File: src/rtl/triangle_loader.sv
// Drains a header plus 12-word triangle records from a standard FIFO and issues one wide write
// per triangle. Optional trailing XOR checksum when TRIANGLE_LOADER_CHECKSUM_EN is defined.
module triangle_loader #(
  parameter int D_BITS = 32,
  parameter int M_BITS = 12
) (
  input  logic                 clock,
  input  logic                 reset,
  input  logic                 start,
  input  logic                 in_empty,
  output logic                 in_rd_en,
  input  logic [D_BITS-1:0]    word_in,
  output logic [M_BITS-1:0]    mem_wr_addr,
  output logic                 mem_wr_en,
  output logic [12*D_BITS-1:0] mem_din,
  output logic                 busy,
  output logic                 load_done,
  output logic [M_BITS:0]      tri_count,
  output logic                 hdr_clamped,
  output logic                 checksum_err
);

  localparam int NW = M_BITS + 1;
  localparam int TW = M_BITS + 4;
  localparam logic [NW-1:0]     CAP_N = {1'b1, {M_BITS{1'b0}}};
  localparam logic [D_BITS-1:0] CAP_W = D_BITS'(CAP_N);

`ifdef TRIANGLE_LOADER_CHECKSUM_EN
  typedef enum logic [2:0] {S_IDLE, S_HDR, S_LOAD, S_CHK, S_DONE} state_t;
  localparam state_t S_TAIL = S_CHK;
`else
  typedef enum logic [2:0] {S_IDLE, S_HDR, S_LOAD, S_DONE} state_t;
  localparam state_t S_TAIL = S_DONE;
`endif

  state_t                state_reg, state_next;
  logic                  rd_valid_reg;
  logic [TW-1:0]         req_cnt_reg, total_reg;
  logic [NW-1:0]         n_reg, tri_count_reg;
  logic [3:0]            word_idx_reg;
  logic [D_BITS-1:0]     rec_reg [0:10];
  logic [11*D_BITS-1:0]  rec_flat;
  logic [12*D_BITS-1:0]  mem_din_reg;
  logic                  mem_wr_en_reg;
  logic [M_BITS-1:0]     mem_wr_addr_reg;
  logic                  hdr_clamped_reg;
  logic                  owed, hdr_big, accept_start, load_word;
  logic [NW-1:0]         hdr_n;

  assign hdr_big      = word_in > CAP_W;
  assign hdr_n        = hdr_big ? CAP_N : word_in[NW-1:0];
  assign accept_start = start && (state_reg == S_IDLE || state_reg == S_DONE);
  assign load_word    = rd_valid_reg && (state_reg == S_LOAD);

  always_comb begin
    state_next = state_reg;
    owed       = 1'b0;
    case (state_reg)
      S_IDLE: if (start) state_next = S_HDR;
      S_HDR: begin
        owed = (req_cnt_reg == '0);
        if (rd_valid_reg) state_next = (word_in == '0) ? S_TAIL : S_LOAD;
      end
      S_LOAD: begin
        owed = (req_cnt_reg < total_reg);
        // Leave only once the final strobe is on the port, so load_done trails it by a cycle.
        if (mem_wr_en_reg && tri_count_reg == n_reg) state_next = S_TAIL;
      end
`ifdef TRIANGLE_LOADER_CHECKSUM_EN
      S_CHK: begin
        owed = (req_cnt_reg == '0);
        if (rd_valid_reg) state_next = S_DONE;
      end
`endif
      S_DONE: if (start) state_next = S_HDR;
      default: state_next = S_IDLE;
    endcase
    in_rd_en = owed && !in_empty;
  end

  always_ff @(posedge clock) begin
    if (reset) begin
      state_reg       <= S_IDLE;
      rd_valid_reg    <= 1'b0;
      req_cnt_reg     <= '0;
      total_reg       <= '0;
      n_reg           <= '0;
      tri_count_reg   <= '0;
      word_idx_reg    <= '0;
      mem_din_reg     <= '0;
      mem_wr_en_reg   <= 1'b0;
      mem_wr_addr_reg <= '0;
      hdr_clamped_reg <= 1'b0;
    end else begin
      state_reg     <= state_next;
      rd_valid_reg  <= in_rd_en;
      mem_wr_en_reg <= 1'b0;
      // Request counter restarts on every state change; each state owes its own words.
      if (state_next != state_reg) req_cnt_reg <= '0;
      else if (in_rd_en)           req_cnt_reg <= req_cnt_reg + 1'b1;
      if (accept_start) begin
        tri_count_reg   <= '0;
        hdr_clamped_reg <= 1'b0;
        word_idx_reg    <= '0;
      end
      if (rd_valid_reg && state_reg == S_HDR) begin
        n_reg           <= hdr_n;
        total_reg       <= TW'({hdr_n, 3'b000}) + TW'({hdr_n, 2'b00});
        hdr_clamped_reg <= hdr_big;
      end
      if (load_word) begin
        if (word_idx_reg == 4'd11) begin
          word_idx_reg    <= '0;
          mem_din_reg     <= {word_in, rec_flat};
          mem_wr_en_reg   <= 1'b1;
          mem_wr_addr_reg <= tri_count_reg[M_BITS-1:0];
          tri_count_reg   <= tri_count_reg + 1'b1;
        end else begin
          word_idx_reg <= word_idx_reg + 4'd1;
        end
      end
    end
  end

  always_ff @(posedge clock) begin
    if (load_word && word_idx_reg != 4'd11) rec_reg[word_idx_reg] <= word_in;
  end

  for (genvar gi = 0; gi < 11; gi++) begin : g_lane
    assign rec_flat[gi*D_BITS +: D_BITS] = rec_reg[gi];
  end

`ifdef TRIANGLE_LOADER_CHECKSUM_EN
  logic [D_BITS-1:0] xor_reg;
  logic              checksum_err_reg;

  always_ff @(posedge clock) begin
    if (reset || accept_start) begin
      xor_reg          <= '0;
      checksum_err_reg <= 1'b0;
    end else begin
      if (load_word) xor_reg <= xor_reg ^ word_in;
      if (rd_valid_reg && state_reg == S_CHK) checksum_err_reg <= (word_in != xor_reg);
    end
  end

  assign checksum_err = checksum_err_reg;
`else
  assign checksum_err = 1'b0;
`endif

  assign mem_wr_addr = mem_wr_addr_reg;
  assign mem_wr_en   = mem_wr_en_reg;
  assign mem_din     = mem_din_reg;
  assign busy        = (state_reg != S_IDLE) && (state_reg != S_DONE);
  assign load_done   = (state_reg == S_DONE);
  assign tri_count   = tri_count_reg;
  assign hdr_clamped = hdr_clamped_reg;

endmodule

File: config.mk
export PLATFORM = sky130hd
export DESIGN_NAME = triangle_loader
export DESIGN_NICKNAME = d
export VERILOG_FILES = /design/src/rtl/triangle_loader.sv
export SDC_FILE = /design/constraint.sdc
export NUM_CORES = 1
export LEC_CHECK = 0
export ABC_CLOCK_PERIOD_IN_PS = 7700
export CORE_MARGIN = 1.5
export CORE_UTILIZATION = 25
export CTS_CLUSTER_SIZE = 24
export DETAILED_ROUTE_END_ITERATION = 16
export HOLD_SLACK_MARGIN = 0.12
export PLACE_DENSITY_LB_ADDON = 0.25
export REMOVE_ABC_BUFFERS = 1
export SYNTH_ARGS = -nofsm -noshare
export SYNTH_HDL_FRONTEND = slang
export SYNTH_SLANG_ARGS = --single-unit
File: constraint.sdc
create_clock -name clock -period 7.7 [get_ports clock]
set_clock_uncertainty 0.2 [all_clocks]
set_input_delay 0.77 -clock clock [delete_from_list [all_inputs] [get_ports clock]]
set_output_delay 0.77 -clock clock [all_outputs]
set_load 0.05 [all_outputs]
* Word-level counts from Yosys, hierarchy flattened *
Memory sizes are Yosys's and may differ from the RTL's. A register that Yosys moved wholly into a read port is not among the register bits.
Cells that the tools add are included.

storage, ports and cells
  register bits = 464
  input bits = 36
  RAM bits = 352
  output and inout port bits = 415
  memories kept = 1
  logic and storage cells = 64

memories
  name     depth  bits a word  read ports  clocked after Yosys merged registers in  wr ports  line  source
  rec_reg  11     32           11          11                                       1         41    logic [D_BITS-1:0] rec_reg [0:10];

operators by class
  $lt $le $gt $ge = 2
  $add $sub $neg = 4
  equality and inequality tests = 8
  bitwise gates (word level) = 1
  muxes and demuxes = 18
  reduce and logical (&&, ||, !) cells = 19

operators with widths
  kind                                                                    number
  13-bit two-way mux                                                      4
  32-bit by 13-bit > comparator with 1-bit output, second input constant  1
  32-bit zero test                                                        1
  16-bit by 1-bit adder with 16-bit output, second input constant         1
  16-bit by 15-bit adder with 16-bit output                               1
  16-bit zero test                                                        1
  16-bit less-than comparator                                             1
  13-bit by 1-bit adder with 13-bit output, second input constant         1
  13-bit equality test                                                    1
  4-bit two-way mux                                                       3
  3-bit two-way mux                                                       3
  3-bit case mux with 3 select lines                                      1
  1-bit logical AND                                                       7
  3-bit by 2-bit equality test with 1-bit output, second input constant   2
  1-bit two-way mux                                                       6
  2-bit OR reduction                                                      3
  4-bit by 1-bit adder with 4-bit output, second input constant           1
  4-bit equality test, second input constant                              1
  4-bit != test, second input constant                                    1
  2-bit nonzero test                                                      2
  3-bit by 1-bit equality test with 1-bit output, second input constant   1
  3-bit zero test                                                         1
  3-bit by 2-bit != test with 1-bit output, second input constant         1
  3-bit != test                                                           1
  other kinds (6)                                                         6

* Depth between registers and ports, before layout *
Gate-level depths: netlist of the first run.

  depth after elaboration = 6
  gate-level depth with buffers = 16
  mapped depth without buffers = 14

* Worst setup path after synthesis of the first run *
No wires, ideal clock.

  kind = input to register
  start = input port word_in[23]
  end = register total_reg[14]
  data required time = 7360 ps
  setup slack = 3619 ps
  stages on the path = 14
  path buffers = 1
  setup time = 140 ps
  arrival time = 3741 ps
  cell sequence = nor4_1 nand4_1 nor4_1 clkbuf_1 and3_1 ha_1 a211oi_1 o21ai_0 a31oi_1 o21bai_1 maj3_1 a221oi_1 or4_1 o311ai_0

between the ends
  cells in the longest elaborated chain, start to end = 3

ends and longest elaborated chain
  item                                             line  source
  start: declaration                               12    input logic [D_BITS-1:0] word_in,
  32-bit by 13-bit > comparator with 1-bit output  50    assign hdr_big = word_in > CAP_W;
  13-bit two-way mux                               51    assign hdr_n = hdr_big ? CAP_N : word_in[NW-1:0];
  via hdr_n[1]                                     48    logic [NW-1:0] hdr_n;
  16-bit by 15-bit adder with 16-bit output        108   total_reg <= TW'({hdr_n, 3'b000}) + TW'({hdr_n, 2'b00});
  end signal: assignment                           108
  end: declaration                                 38    logic [TW-1:0] req_cnt_reg, total_reg;

The timed path passes the listed nets, and every way through them passes these cells.
A chain may end at the register's enable or synchronous reset.

* Worst setup path after layout of the first run *
  start = input port word_in[21]
  end = register total_reg[14]

The elaborated chain is that of the path after synthesis.

==> metrics.cfg, run 1 <==
[status]
status=finished, final reports clean

[critical_path]
timing.rr.end=tri_count[11]
cp_slowest_stage_delay_ps=730
start_kind=primary input
critPathSlowestCell=nor4_1
rrSetupSlack_ps=4260
cp-end-kind=flop
cp_top_family=simple AND/OR/NAND/NOR gates
crit_required_ps=8020
path_max_fanout=13
crit_type=primary input to flop
path_buf_inv=2
r2r_start=state_reg[0]
crit_path_cell_trace=clkdlybuf4s50_1 > nor4_1 > nand4_1 > nor4_2 > buf_4 > and3_1 > ha_1 > a211oi_1 > o21ai_0 > a31oi_1 > o21bai_1 > maj3_1 > a221oi_1 > or4_1 > o311ai_0
r2r_cells=9
arrival_ps=5700

[power]
powerDensity_nw_per_um2=242
p_total_mw=9.01
vdd_drop_max_mv=0.164
power_leakage_nw=12.0

[sta]
period_minus_slack_ps=5380
final-setup-viol-count=0
rsz0062_at_grt=no
finalHoldViolCount=0
fin_crit_sh_pct=69.8
tightest_slew_ps=1170
fmax_mhz=186
layout_setup_ws_ps=2320
maxSlewHeadroom_pct=21.8
holdWs_ps=251
maxSlewViolCount=0

[min_path]
worstHoldPathType=flop to flop
hold_depth=2
min_to=mem_din[292]
worstHoldStart=mem_din[292]

[grt]
gr-total-overflow=0
grt_max_degree=203
antenna_found_initial=2
grt_pass1_vias=18900
grt_pass1_wl_mm=129
grt_use_total_pct=15.0

[placed_design]
port_buffers=449
place.gp.congestion=0.732
place_hpwl_mm=53.0
placed_area_um2=34300
dpl_worst_slack_ps=1690

[finish]
num_antenna_cells=0
largest_register_ffs=384
final_cell_mix=nand2_1 (862), dfxtp_1 (461), clkdlybuf4s50_1 (448), a21oi_1 (440), edfxtp_1 (352)
layout_commonest_cell=nand2_1
fin_util_pct=33.6
syn_to_final_growth_pct=32.4
fin_nets=3096
final_area_um2=37300
drive_gt1_share_pct=6.53

[synthesis]
ys_types=60
synthXorXnorAreaFrac_pct=0.871
syn_avg_cell_area_um2=10.8
synth-compound-area-share_pct=9.67
synth_seq_cells=813
ys_async_sr_fraction_pct=0
yosys_warnings=0
synthCells=2607
synth_area_um2=28200
synth_flop_cell=dfxtp_1
synth_top_family_by_area=simple AND/OR/NAND/NOR gates
synth_seq_area_share_pct=70.3
synth_enable_flop_cells=352
synthSimpleGateAreaFrac_pct=14.8
synth_fa_ha_area_share_pct=1.43
muxShareOfSynthArea_pct=0.107

[cts]
cts_max_level=3
cts_buffer_depth=3
cts_tree=built
cts_num_sinks=813
cts_setup_buffers=0
clk_latency_ps=670
postCtsHoldBufs=0
clk_pin_slew_ps=60
post_cts_resize_count=0
cts_made_buffers=92
cts_root_buf=clkbuf_16

[floorplanning]
start_util_pct=25.3
dieHeight_um=339
std_cell_rows=122
coreArea_um2=111000
die_w_um=339
die_area_um2=115000
boundaryPins=451

[detailed_routing]
final_antenna_net_count=0
routed_wl_mm=88.4
wl_per_cell_um=19.2
num_vias=20100
vias_per_cell=4.36
drtIter0Drc=1300
post-route-drc-count=0
drt_first_pass_iters=5

[run]
drv_cap=0

==> worst reg2reg max path: stages, from the launching register on <==
cell and delay, ps:
dfxtp_1 380, nor2_1 220, nand3_1 380, nor3_4 300, buf_4 560, buf_4 850
o21ai_0 210, nand2_1 100, a21oi_1 60, nor2_1 90
==> Yosys cell counts (all sizes together), types with 2 or more instances <==
cell / instances / area [um^2]
xnor2: 8 / 70.1
and4b: 2 / 20.0
buf: 46 / 236
nand3: 21 / 105
o2111ai: 2 / 17.5
dfxtp: 461 / 9230
a21oi: 440 / 2200
a31oi: 7 / 58.8
and2: 10 / 62.6
nand2b: 6 / 37.5
o21bai: 2 / 15.0
a221oi: 2 / 23.8
o21a: 4 / 30.0
edfxtp: 352 / 10600
nor2: 36 / 135
a31o: 2 / 26.3
inv: 28 / 105
ha: 29 / 363
nand2: 863 / 3240
or4: 8 / 60.1
or3: 10 / 62.6
o21ai: 17 / 85.1
o31ai: 3 / 22.5
maj3: 2 / 21.3
xor2: 20 / 175
nand4: 13 / 81.3
and3: 22 / 138
a21o: 6 / 45.0
and2b: 2 / 15.0
mux2i: 3 / 30.0
clkbuf: 117 / 439
nor2b: 5 / 31.3
a211o: 3 / 26.3
nor4: 16 / 100
a22oi: 2 / 15.0
a211oi: 5 / 42.5
nor3: 13 / 70.1
o211ai: 7 / 52.6
==> report_power, final <==
| part | internal [mW] | leakage (nW) | switching [mW] |
|---|---|---|---|
| Combinational | 0.0315 | 3.66 | 0.105 |
| Sequential | 4.49 | 6.87 | 0.000880 |
| Clock | 2.55 | 1.48 | 1.83 |
| Total | 7.08 | 12.0 | 1.93 |
==> layer usage <==
layer | up-vias | GRT usage (%) | wire length [um]
li1 | 9729 | - | -
met1 | 9729 | 20.6 | 41000
met2 | 506 | 23.5 | 40500
met3 | 95 | 3.37 | 5210
met4 | 2 | 4.25 | 1740
met5 | - | 0 | 13
==> how the worst max path moves through the flow <==
stage | from | cells past startpoint | slack (ps) | end
final | word_in[21] | 15 | 2320 | total_reg[14]
after global placement | word_in[21] | 15 | 1690 | total_reg[14]
after CTS | word_in[21] | 15 | 2410 | total_reg[14]
after global routing | word_in[21] | 15 | 2030 | total_reg[14]
after detailed placement | word_in[21] | 15 | 1690 | total_reg[14]
after floorplan | state_reg[0] | 6 | -6220 | tri_count[7]
==> cell type report <==
type | instances | area, um^2
multi-input cells | 1604 | 7630
repair buffers | 491 | 4860
well taps | 1488 | 1860
inverters | 28 | 105
clock buffers | 128 | 2570
clock inverters | 46 | 464
flip-flops and latches | 813 | 19800
fillers | 11300 | 73800
==> cell families (layout without fill, tap and decap cells) <==
logic type	Yosys count	in the layout
and+or+nand+nor	1030	1030
DFF	813	813
AOI/OAI and AO/OA	509	509
buffers and inverters	191	693
adders and majority gates	32	32
xor gates and xnor gates	28	28
muxes	3	3
other	1	2
==> metrics by stage <==
stage          cells  setup TNS (ps)
2_1_floorplan   2445        -2016790
3_3_place_gp    4424               0
3_5_place_dp    4424               0
4_1_cts         4598               0
5_1_grt         4598               0
6_report        4598               0
(Power assumes the default switching activity.)
==> run 2, diff against run 1 <==
--- a/config.mk
+++ b/config.mk
@@ -5,7 +5,7 @@
 export SDC_FILE = /design/constraint.sdc
 export NUM_CORES = 1
 export LEC_CHECK = 0
-export ABC_CLOCK_PERIOD_IN_PS = 7700
+export ABC_CLOCK_PERIOD_IN_PS = 4670
 export CORE_MARGIN = 1.5
 export CORE_UTILIZATION = 25
 export CTS_CLUSTER_SIZE = 24
==> constraint.sdc (replaced) <==
create_clock -name clock -period 4.67 [get_ports clock]
set_clock_uncertainty 0.2 [all_clocks]
set_input_delay 0.467 -clock clock [delete_from_list [all_inputs] [get_ports clock]]
set_output_delay 0.467 -clock clock [all_outputs]
set_load 0.05 [all_outputs]
==> metrics.cfg, run 2 (same netlist as run 1, synthesis figures left out) <==
[status]
status=finished, final reports clean

[critical_path]
arrival_ps=4740
path_max_fanout=8
cp_slowest_stage_delay_ps=400
cpMostUsedCell=buf_4
cp-end-kind=flop
crit_type=primary input to flop
r2r_start=state_reg[0]
critPathSlowestCell=clkdlybuf4s50_1
timing.rr.end=rec_reg[2][23]
crit_required_ps=4980
r2r_cells=5
rrSetupSlack_ps=1500
start_kind=primary input
crit_path_cell_trace=clkdlybuf4s50_1 > buf_4 > nor4_1 > buf_4 > nand4_1 > buf_4 > nor4_4 > buf_4 > buf_4 > and3_1 > ha_1 > and2_1 > a221oi_2 > nand4_1 > maj3_2 > a31o_4 > a31oi_4 > xnor2_1 > a211oi_2

[cts]
cts_buffer_depth=3
cts_max_level=3
cts_made_buffers=92
clk_pin_slew_ps=50
cts_tree=built
cts_root_buf=clkbuf_16
cts_num_sinks=813
clk_latency_ps=680
cts_setup_buffers=0

[detailed_routing]
final_antenna_net_count=0
drt_first_pass_iters=7
drtIter0Drc=1373
wl_per_cell_um=19.6
routed_wl_mm=91.8
vias_per_cell=4.38
post-route-drc-count=0
num_vias=20500

[sta]
maxSlewHeadroom_pct=28.7
fin_crit_sh_pct=94.8
fmax_mhz=226
final-setup-viol-count=0
finalHoldViolCount=0
holdWs_ps=252
tightest_slew_ps=1060
period_minus_slack_ps=4430
maxSlewViolCount=0

[finish]
largest_register_ffs=384
drive_gt1_share_pct=8.95
layout_commonest_cell=nand2_1
n_fill_cell=11300
num_antenna_cells=0
fin_nets=3173
syn_to_final_growth_pct=35.1
final_cell_mix=nand2_1 (862), dfxtp_1 (461), clkdlybuf4s50_1 (448), a21oi_1 (440), edfxtp_1 (352)

[floorplanning]
start_util_pct=25.3
die_area_um2=115000
dieHeight_um=339
boundaryPins=451
coreArea_um2=111000
std_cell_rows=122
die_w_um=339

[power]
powerDensity_nw_per_um2=394
power_leakage_nw=12.5
vdd_drop_max_mv=0.250
p_total_mw=15.0

[grt]
gr-total-overflow=0
grt_use_total_pct=15.5
antenna_found_initial=4
grt_max_degree=181
grt_pass1_vias=19500
grt_pass1_wl_mm=133

[min_path]
worstHoldPathType=flop to flop
hold_depth=2
min_to=mem_din[300]
worstHoldStart=mem_din[300]

[placed_design]
place.gp.congestion=0.737
port_buffers=449
place_hpwl_mm=56.7

[run]
drv_cap=0

run 2: worst max-delay path: cells and delay by family:
family	cells	cell delay (ps)
and+or+nand+nor	6	1330
buffers and inverters	6	1370
adders and majority gates	2	650
AOI/OAI and AO/OA	4	750
xor gates and xnor gates	1	150
run 2: cell type report:
type / instances / area [um^2] / share of cell area [%]
Clock buffer: 126 / 2590 / 6.81
Clock inverter: 46 / 495 / 1.30
Inverter: 28 / 105 / 0.276
Multi-Input combinational cell: 1604 / 7640 / 20.1
Sequential cell: 813 / 19800 / 52.0
Tap cell: 1488 / 1860 / 4.89
Timing Repair Buffer: 568 / 5570 / 14.6
run 2: how the worst max path moves through the flow:
stage,start,cells past startpoint,endpoint,slack [ps]
2_1_floorplan,state_reg[0],6,tri_count[7],-9250
3_3_place_gp,word_in[19],19,total_reg[14],-560
3_5_place_dp,word_in[19],19,total_reg[14],-580
4_1_cts,word_in[19],19,total_reg[15],100
5_1_grt,word_in[19],19,total_reg[14],-0.7
6_report,word_in[19],19,total_reg[15],240
run 2: power breakdown:
| part | leakage, nW | switching [mW] | internal, mW | total [mW] |
|---|---|---|---|---|
| registers | 6.87 | 0.00146 | 7.41 | 7.41 |
| clock network | 1.51 | 3.03 | 4.30 | 7.34 |
| logic | 4.08 | 0.194 | 0.0718 | 0.265 |
run 2: what timing repair did:
action	in CTS	in global routing
hold buffers	1	0
setup endpoints to repair	0	3
gates resized for setup	0	2
hold endpoints to repair	42	0
run 2: metrics by stage:
step                std cells  cell area [um^2]  util, %  setup WS (ps)  TNS [ps]
floorplan                2445             27500        -          -9250  -3258730
global placement         4500             35000     31.5           -561     -2180
detailed placement       4500             35000     31.5           -580     -2450
CTS                      4673             38100     34.2            105         0
global route             4673             38100     34.3         -0.706    -0.706
finish                   4673             38100     34.3            244         0
run 2: per-layer routing:
metal | GRT usage, % | up-vias | wire [um]
li1 | - | 9879 | -
met1 | 20.7 | 9910 | 41300
met2 | 24.8 | 553 | 42600
met3 | 3.59 | 106 | 5770
met4 | 4.79 | 6 | 2110
met5 | 0 | - | 38
==> run 3, diff against run 2 <==
--- a/config.mk
+++ b/config.mk
@@ -7,7 +7,7 @@
 export LEC_CHECK = 0
 export ABC_CLOCK_PERIOD_IN_PS = 4670
 export CORE_MARGIN = 1.5
-export CORE_UTILIZATION = 25
+export CORE_UTILIZATION = 48
 export CTS_CLUSTER_SIZE = 24
 export DETAILED_ROUTE_END_ITERATION = 16
 export HOLD_SLACK_MARGIN = 0.12
==> metrics.cfg, run 3 (same netlist as run 1, synthesis figures left out) <==
[finish]
drive_gt1_share_pct=7.30
final_area_um2=36400
largest_register_ffs=384
layout_commonest_cell=nand2_1
final_cell_mix=nand2_1 (862), dfxtp_1 (461), clkdlybuf4s50_1 (448), a21oi_1 (440), edfxtp_1 (352)
n_fill_cell=4573
syn_to_final_growth_pct=29.1
num_antenna_cells=0
fin_nets=3129
fin_util_pct=62.9

[detailed_routing]
num_vias=20700
vias_per_cell=5.33
post-route-drc-count=0
drt_first_pass_iters=5
drtIter0Drc=1668
routed_wl_mm=79.5
wl_per_cell_um=20.4
final_antenna_net_count=0

[status]
status=finished, final reports clean

[sta]
finalHoldViolCount=0
tightest_slew_ps=984
fmax_mhz=229
maxSlewHeadroom_pct=34.4
fin_crit_sh_pct=93.4
rsz0062_at_grt=no
final-setup-viol-count=0
maxSlewViolCount=0
holdWs_ps=250
period_minus_slack_ps=4360
layout_setup_ws_ps=309

[placed_design]
dpl_worst_slack_ps=-596
port_buffers=449
place.gp.congestion=0.895
place_hpwl_mm=51.2
placed_area_um2=33700

[critical_path]
crit_type=primary input to flop
crit_path_cell_trace=clkdlybuf4s50_1 > nor4_4 > buf_4 > nand4_1 > buf_4 > nor4_4 > buf_4 > and3_1 > ha_1 > a211oi_2 > buf_4 > o21ai_0 > a31oi_1 > o21bai_1 > maj3_1 > a221oi_1 > or4_1 > o311ai_0
cp-end-kind=flop
arrival_ps=4620
crit_required_ps=4930
path_buf_inv=5
cpMostUsedCell=buf_4
r2r_start=state_reg[1]
cp_slowest_stage_delay_ps=540
cp_top_family=buffers and inverters
path_max_fanout=6
start_kind=primary input
critPathSlowestCell=clkdlybuf4s50_1
startpoint=word_in[15]

[power]
power_leakage_nw=12.1
powerDensity_nw_per_um2=384
vdd_drop_max_mv=0.264
p_total_mw=14.0

[grt]
antenna_found_initial=0
grt_pass1_wl_mm=119
gr-total-overflow=0
grt_use_total_pct=25.8
grt_max_degree=176
grt_pass1_vias=19800

[floorplanning]
coreArea_um2=57800
die_area_um2=60100
die_w_um=245
dieHeight_um=245
start_util_pct=48.7
boundaryPins=451
std_cell_rows=88

[cts]
cts_tree=built
clk_latency_ps=610
cts_made_buffers=79
cts_root_buf=clkbuf_16
cts_buffer_depth=3
clk_pin_slew_ps=60
cts_max_level=3
cts_num_sinks=813
cts_setup_buffers=0

[min_path]
worstHoldStart=mem_din[15]
worstHoldPathType=flop to flop

[run]
drv_cap=0

run 3: cell count changes in the layout (fill, tap and decap cells not counted), moves of 2 or more:
cell        previous run  this run
buf_4                104        79
clkbuf_16             94        81
buf_12                14         8
clkinv_2              18        14
clkinv_4               4         0
inv_6                  4         1
bufinv_16              7         5
clkinv_16              2         0
clkinvlp_4             3         1
inv_16                 0         2
nor4_1                15        13
run 3: path summary, 6_finish.rpt:
| kind | endpoint | slack [ps] | cells after the start |
|---|---|---|---|
| worst min register to register | mem_din[15] | 250 | 2 |
| worst max-delay path | total_reg[14] | 310 | 18 |
| worst max register to register | rec_reg[9][6] | 1400 | 4 |
| worst min-delay path | mem_din[15] | 250 | 2 |
run 3: area by class of cell:
class | instances | area (um^2) | area share [%]
well taps | 765 | 957 | 2.63
flip-flops and latches | 813 | 19800 | 54.4
repair buffers | 537 | 5260 | 14.5
clock buffers | 112 | 2250 | 6.20
multi-input cells | 1604 | 7660 | 21.1
inverters | 28 | 105 | 0.289
clock inverters | 31 | 332 | 0.912
run 3: worst register-to-register path, stage by stage (launching register included):
cell and delay [ps]:
dfxtp_1 550, nand3_1 470, nor4b_1 580, and2_2 830, buf_4 330
run 3: metrics by stage:
stage          instances  setup TNS (ps)
2_1_floorplan       2445        -3258730
3_3_place_gp        3746           -1600
3_5_place_dp        3746           -2460
4_1_cts             3890               0
5_1_grt             3890               0
6_report            3890               0
run 3: per-layer routing:
layer  wire length (um)  track usage [%]  share of wire (%)  vias up
met5                  0                0                  0        -
met4               2350             8.41                3.0        0
met3               4820             4.32                6.1      114
met2              39500             43.8                 50      728
met1              32900             33.7                 41    10100
li1                   -                -                  -     9782
run 3: repair_timing:
action,CTS,global route
resized for setup,0,5
hold buffers,1,0
endpoints found under the hold margin,2,0
setup endpoints to repair,0,2
run 3: power breakdown:
group | switching (mW) | leakage (nW) | internal (mW) | total [mW]
Combinational | 0.173 | 3.91 | 0.0636 | 0.237
Clock | 2.66 | 1.27 | 3.66 | 6.32
Sequential | 0.00158 | 6.87 | 7.41 | 7.41
